File: config.mk
export PLATFORM = sky130hd
export DESIGN_NAME = sram_ifc_param
export DESIGN_NICKNAME = d
export VERILOG_FILES = /design/src/rtl/sram_ifc_param.sv
export SDC_FILE = /design/constraint.sdc
export NUM_CORES = 1
export LEC_CHECK = 0
export BUFFER_PORTS_ARGS = -buffer_cell sky130_fd_sc_hd__buf_2
export CAP_MARGIN = 30
export CORE_MARGIN = 2
export CORE_UTILIZATION = 58
export DETAILED_ROUTE_END_ITERATION = 8
export PLACE_DENSITY = 0.81
export SLEW_MARGIN = 10
export SYNTH_ARGS = -nofsm -noshare
export SYNTH_HDL_FRONTEND = slang
export SYNTH_SLANG_ARGS = --single-unit
File: constraint.sdc
create_clock -name clk -period 3.3 [get_ports clk]
set_input_delay 0 -clock clk [delete_from_list [all_inputs] [get_ports clk]]
set_output_delay 0 -clock clk [all_outputs]
set_load 0.02 [all_outputs]
File: src/rtl/sram_ifc_param.sv
// sram_ifc_param
// Fabric-to-SRAM bridge for one dual-port macro (port 0 write, port 1 read).
// A logical word of 2^conf bits is packed into a DATA_W-bit physical row.
// The sub-address picks a lane of the row modulo the number of lanes. The
// lane bit offset is therefore (sub << Eff) truncated to SUB_AW bits.
// Every macro-facing signal is registered. A same-cycle write and read to
// the same row are resolved here by forwarding the written lane, so the
// macro's read-during-write result is never relied upon.
// Read latency is three cycles, or four cycles with out_reg set.
module sram_ifc_param #(
    parameter int DATA_W  = 32,
    parameter int BASE_AW = 9,
    parameter int SUB_AW  = 5,
    parameter int CONF_W  = 3
) (
    input  logic                      clk,
    input  logic                      rst_n,
    input  logic [DATA_W-1:0]         d_fabric_in,
    input  logic                      csb,
    input  logic                      web,
    input  logic                      reb,
    input  logic [BASE_AW+SUB_AW-1:0] addr_w,
    input  logic [BASE_AW+SUB_AW-1:0] addr_r,
    input  logic [CONF_W-1:0]         conf,
    input  logic                      out_reg,
    output logic [DATA_W-1:0]         d_sram_in,
    output logic [DATA_W-1:0]         w_mask,
    input  logic [DATA_W-1:0]         d_sram_out,
    output logic [DATA_W-1:0]         d_fabric_out,
    output logic                      rd_valid,
    output logic                      csb0_sync,
    output logic                      web0_sync,
    output logic                      csb1_sync,
    output logic [BASE_AW-1:0]        baseaddr_w_sync,
    output logic [BASE_AW-1:0]        baseaddr_r_sync
);

    localparam int AW    = BASE_AW + SUB_AW;
    localparam int EFF_W = $clog2(SUB_AW + 1);

    // Effective log2 word width: conf saturated at the full row width.
    function automatic logic [EFF_W-1:0] eff_of(input logic [CONF_W-1:0] c);
        logic [EFF_W-1:0] e;
        if (32'(c) > 32'(SUB_AW)) begin
            e = EFF_W'(SUB_AW);
        end else begin
            e = EFF_W'(c);
        end
        return e;
    endfunction

    // 2^e ones in the low bits of a row.
    function automatic logic [DATA_W-1:0] lane_ones(input logic [EFF_W-1:0] e);
        logic [DATA_W-1:0] ones;
        ones = '0;
        for (int i = 0; i < DATA_W; i++) begin
            if ((i >> e) == 32'sd0) begin
                ones[i] = 1'b1;
            end else begin
                ones[i] = 1'b0;
            end
        end
        return ones;
    endfunction

    // Bit offset of the selected lane; truncation to SUB_AW bits wraps it.
    function automatic logic [SUB_AW-1:0] lane_offset(input logic [EFF_W-1:0] e,
                                                       input logic [SUB_AW-1:0] sub);
        logic [SUB_AW-1:0] off;
        off = sub << e;
        return off;
    endfunction

    // Per-bit write mask covering one lane.
    function automatic logic [DATA_W-1:0] mask_of(input logic [EFF_W-1:0] e,
                                                  input logic [SUB_AW-1:0] sub);
        return lane_ones(e) << lane_offset(e, sub);
    endfunction

    // Low 2^e bits of d replicated across the whole row.
    function automatic logic [DATA_W-1:0] replicate(input logic [EFF_W-1:0] e,
                                                    input logic [DATA_W-1:0] d);
        logic [DATA_W-1:0] rep;
        logic [SUB_AW-1:0] lm;
        lm  = SUB_AW'((32'd1 << e) - 32'd1);
        rep = '0;
        for (int i = 0; i < DATA_W; i++) begin
            rep[i] = d[SUB_AW'(i) & lm];
        end
        return rep;
    endfunction

    // Selected lane of a row shifted down to bit 0, upper bits zero.
    function automatic logic [DATA_W-1:0] extract(input logic [EFF_W-1:0] e,
                                                  input logic [SUB_AW-1:0] sub,
                                                  input logic [DATA_W-1:0] row);
        return (row >> lane_offset(e, sub)) & lane_ones(e);
    endfunction

    // Request decode and stage-1 next-state values.
    logic              wr_s;
    logic              rd_s;
    logic [EFF_W-1:0]  eff_in_s;
    logic [DATA_W-1:0] w_mask_d;
    logic [DATA_W-1:0] d_sram_in_d;

    // Stage 1: macro-facing registers plus read-side context.
    logic              csb0_q;
    logic              web0_q;
    logic              csb1_q;
    logic [BASE_AW-1:0] base_w_q;
    logic [BASE_AW-1:0] base_r_q;
    logic [SUB_AW-1:0] sub_r_q;
    logic [EFF_W-1:0]  eff1_q;
    logic [DATA_W-1:0] w_mask_q;
    logic [DATA_W-1:0] d_sram_in_q;

    // Stage 2: context travelling with the read while the macro samples.
    logic              coll_d;
    logic              rd2_q;
    logic              coll2_q;
    logic [EFF_W-1:0]  eff2_q;
    logic [SUB_AW-1:0] sub2_q;
    logic [DATA_W-1:0] mask2_q;
    logic [DATA_W-1:0] din2_q;

    // Stage 3: captured macro output and merge context.
    logic              rd3_q;
    logic              coll3_q;
    logic [EFF_W-1:0]  eff3_q;
    logic [SUB_AW-1:0] sub3_q;
    logic [DATA_W-1:0] mask3_q;
    logic [DATA_W-1:0] din3_q;
    logic [DATA_W-1:0] dout3_q;
    logic [DATA_W-1:0] merged_s;
    logic [DATA_W-1:0] sel_s;

    // Optional output register stage.
    logic              rd_valid_q;
    logic [DATA_W-1:0] d_fabric_out_q;

    // Decode requests and precompute the mask and replicated data for stage 1.
    always_comb begin
        wr_s        = !csb && !web;
        rd_s        = !csb && !reb;
        eff_in_s    = eff_of(conf);
        w_mask_d    = mask_of(eff_in_s, addr_w[AW-1:BASE_AW]);
        d_sram_in_d = replicate(eff_in_s, d_fabric_in);
    end

    // Stage 1 registers: drive the macro pins and capture read context.
    always_ff @(posedge clk or negedge rst_n) begin
        if (!rst_n) begin
            csb0_q      <= 1'b1;
            web0_q      <= 1'b1;
            csb1_q      <= 1'b1;
            base_w_q    <= '0;
            base_r_q    <= '0;
            sub_r_q     <= '0;
            eff1_q      <= '0;
            w_mask_q    <= '0;
            d_sram_in_q <= '0;
        end else begin
            csb0_q      <= !wr_s;
            web0_q      <= web;
            csb1_q      <= !rd_s;
            base_w_q    <= addr_w[BASE_AW-1:0];
            base_r_q    <= addr_r[BASE_AW-1:0];
            sub_r_q     <= addr_r[AW-1:BASE_AW];
            eff1_q      <= eff_in_s;
            w_mask_q    <= w_mask_d;
            d_sram_in_q <= d_sram_in_d;
        end
    end

    // Collision: the macro is writing and reading the same row this cycle.
    always_comb begin
        coll_d = !csb0_q && !csb1_q && (base_w_q == base_r_q);
    end

    // Stage 2 registers: follow the read while the macro performs the access.
    always_ff @(posedge clk or negedge rst_n) begin
        if (!rst_n) begin
            rd2_q   <= 1'b0;
            coll2_q <= 1'b0;
            eff2_q  <= '0;
            sub2_q  <= '0;
            mask2_q <= '0;
            din2_q  <= '0;
        end else begin
            rd2_q   <= !csb1_q;
            coll2_q <= coll_d;
            eff2_q  <= eff1_q;
            sub2_q  <= sub_r_q;
            if (coll_d) begin
                mask2_q <= w_mask_q;
                din2_q  <= d_sram_in_q;
            end
        end
    end

    // Stage 3 registers: capture the macro read data with its context.
    always_ff @(posedge clk or negedge rst_n) begin
        if (!rst_n) begin
            rd3_q   <= 1'b0;
            coll3_q <= 1'b0;
            eff3_q  <= '0;
            sub3_q  <= '0;
            mask3_q <= '0;
            din3_q  <= '0;
            dout3_q <= '0;
        end else begin
            rd3_q   <= rd2_q;
            coll3_q <= coll2_q;
            eff3_q  <= eff2_q;
            sub3_q  <= sub2_q;
            if (rd2_q) begin
                dout3_q <= d_sram_out;
            end
            if (coll2_q) begin
                mask3_q <= mask2_q;
                din3_q  <= din2_q;
            end
        end
    end

    // Overlay the colliding write lane onto the read row, then pick the lane.
    always_comb begin
        if (coll3_q) begin
            merged_s = (dout3_q & ~mask3_q) | (din3_q & mask3_q);
        end else begin
            merged_s = dout3_q;
        end
        sel_s = extract(eff3_q, sub3_q, merged_s);
    end

    // Output register stage: load only on a completed read so data holds.
    always_ff @(posedge clk or negedge rst_n) begin
        if (!rst_n) begin
            rd_valid_q     <= 1'b0;
            d_fabric_out_q <= '0;
        end else begin
            rd_valid_q <= rd3_q;
            if (rd3_q) begin
                d_fabric_out_q <= sel_s;
            end
        end
    end

    // Output select between the direct stage-3 decode and the extra register.
    always_comb begin
        if (out_reg) begin
            rd_valid     = rd_valid_q;
            d_fabric_out = d_fabric_out_q;
        end else begin
            rd_valid     = rd3_q;
            d_fabric_out = sel_s;
        end
    end

    // Macro-facing outputs come straight from stage-1 registers.
    always_comb begin
        csb0_sync       = csb0_q;
        web0_sync       = web0_q;
        csb1_sync       = csb1_q;
        baseaddr_w_sync = base_w_q;
        baseaddr_r_sync = base_r_q;
        w_mask          = w_mask_q;
        d_sram_in       = d_sram_in_q;
    end

endmodule

==> impl_metrics.ini <==
[floorplanning]
die_w_um = 164
rows = 58
core_area_um2 = 25200
initial_core_util = 0.589
io_pins = 219
die_y_um = 164
die-area_um2 = 26900

[sta]
post-route-period-util = 1.01
fin_ws_ps = -38.6
slew_viol_final = 0
slew_headroom = 0.402
setup_violations = 3
fin_crit_ps = 3340
clock.fmax_mhz = 300
fin_skew_ps = 17.7
tightest_slew_ps = 897
rsz0062_at_grt = yes
finalSetupTns_ps = -76.9
finalHoldViolCount = 0

[grt]
grt_pass1_vias = 12181
grt_pass1_wl_um = 70600
grt_usage = 0.345
overflow = 0
antenna_found_initial = 0
grt_max_degree = 92

[synth]
synthSimpleGateAreaFrac = 0.105
synth_area_leader_cell = dfrtp_1
syn-instance-count = 1306
synth.top_cell.area_share = 0.511
synth_cell_types = 75
synth_top_family_by_area = multiplexers
synth_area_per_cell_um2 = 11.4
synth.area.mux_share = 0.217
synth-xor-area-share = 0.00649
synth_adder_area_share = 0.00927
ys_ff_latch = 306
synth.net_count = 1418
netlist_area_um2 = 14800
synth_flop_cell = dfrtp_1
async_flop_share = 1.00
synth_compound_area_frac = 0.115
ys.warnings.count = 0
synth_area_leaders = dfrtp_1 51%, mux2_2 15%, mux2i_1 3.9%
ys_seq_area_frac = 0.516
synth_edf_count = 0

[cells_and_area]
multi_input_area_um2 = 7120
antennaDiodeCount = 0
fillers = 1556
fin_cells = 2000
final_common_cell = dfrtp_1
fin_nets = 1760
area_growth_pct = 29.8
mostFrequentLayoutCells = 299 x dfrtp_1, 207 x buf_2, 188 x mux2_2
register_area_um2 = 7670
layout-drive-gt1-share = 0.390
fin_util = 0.765

[placement]
place_congestion = 0.964
port_buffers = 218
placedCellCount = 1813
hpwl_um = 31000

[detailed_routing]
avgViaCountPerCell = 6.09
wl_per_cell_um = 23.3
ant_nets = 0
drt_iter0_drc = 1181
drcViolationCount = 0
vias = 12172
dr.pass1.iters = 5
routed_wl_um = 46600

[status]
outcome = finished, violations left
violations = setup timing

[setup_path]
crit_path_end_kind = output pin
crit_path_start = eff3_q[0]
path_class = flop to output pin
crit_end = d_fabric_out[7]
r2r-end = d_fabric_out_q[6]
rr_startpoint = eff3_q[0]
r2r_setup_slack_ps = 540
startpoint_type = flop
worstPathRequired_ps = 3300
worstPathArrival_ps = 3340
cp_max_fo = 8
r2r_cells = 8

[cts]
cts_sinks = 306
cts_buffers = 31
cts_root_buf = clkbuf_16
htree_num_levels = 1
clockBufferDepth = 3
cts_tree = built
worstSkewPairLatency_ps = 550
clk_pin_slew_ps = 60

[power_and_ir_drop]
p_leak_nw = 9.17
pwr_density_cell_nw_per_um2 = 519
ir_drop_uv = 441

[worst_hold_path]
min_from = addr_w[13]
hold_depth = 5
hp-class = input port to flop

[run]
maxCapViolCount = 0
==> power by group <==
part	internal (mW)	switching, mW	leakage [nW]
Sequential	4.00	0.196	3.94
Combinational	0.949	1.34	4.74
Clock	2.08	1.43	0.490
==> synthesized netlist by cell type, types with 19 or more instances <==
cell      count
nand3_1      19
nor2_1       88
a21oi_1      37
clkbuf_1     67
mux2i_1      58
nor3_1       21
mux2_2      194
a211oi_1     26
dfrtp_1     303
nand2_1     141
o21ai_0      57
==> final cells by class <==
class                           count  share of cell area
Tap cell                          330              0.0214
Multi-Input combinational cell    888               0.370
Timing Repair Buffer              402               0.155
Clock inverter                      8             0.00650
Clock buffer                       47              0.0460
Inverter                           19             0.00370
Sequential cell                   306               0.398
==> metal layers <==
metal / up-vias / share of wire / track usage
met5: - / 0 / 0
met4: 0 / 0.046 / 0.143
met3: 123 / 0.067 / 0.0462
met2: 565 / 0.49 / 0.578
met1: 6078 / 0.40 / 0.457
li1: 5406 / - / -
==> what timing repair did <==
| action | CTS | global route |
|---|---|---|
| hold endpoints to repair | 207 | 0 |
| endpoints found under the setup margin | 21 | 21 |
| setup buffers | 14 | 13 |
| resized for setup | 41 | 79 |
| pin swaps | 7 | 21 |
| gates cloned | 0 | 3 |
| hold buffers | 102 | 0 |
==> per-stage QoR <==
step                      power, mW  hold slack [ps]  setup slack [ps]  cell area, µm²
after floorplan                5.34             -296              31.5           14800
after global placement         6.12             57.9               251           16500
after detailed placement       6.14             58.0               176           16500
after CTS                      9.78             2.52             -39.7           18800
after global routing           10.4             23.6              -118           19300
final                          9.99            0.662             -38.6           19300
==> registers in the layout, summed over array words and instances, names as in the netlist, 32 cells and up <==
register	flops
d_fabric_out_q	32
d_sram_in	32
din2_q	32
din3_q	32
dout3_q	32
mask2_q	32
mask3_q	32
w_mask	32
==> cell families (layout without fill, tap and decap cells) <==
| kind of cell | after synthesis | after routing |
|---|---|---|
| fa+ha+maj | 11 | 11 |
| simple gates | 342 | 342 |
| xor+xnor | 11 | 11 |
| buf+inv | 112 | 476 |
| compound gates | 251 | 251 |
| flops | 306 | 306 |
| mux | 273 | 273 |
==> critical path, stage by stage, from the launching register on <==
cell	delay, ps
dfrtp_2	450
or4b_4	670
mux4_2	380
mux2_4	320
o22a_4	280
or4_4	500
nand3_4	80
buf_6	120
==> worst min-delay path by stage <==
| stage | slack (ps) | endpoint |
|---|---|---|
| floorplan | -300 | baseaddr_r_sync[0] |
| global placement | 60 | dout3_q[1] |
| detailed placement | 60 | mask2_q[1] |
| CTS | 3 | w_mask[2] |
| global route | 20 | w_mask[29] |
| finish | 0.7 | w_mask[29] |
Note: power is estimated with default switching activity, not from simulation.
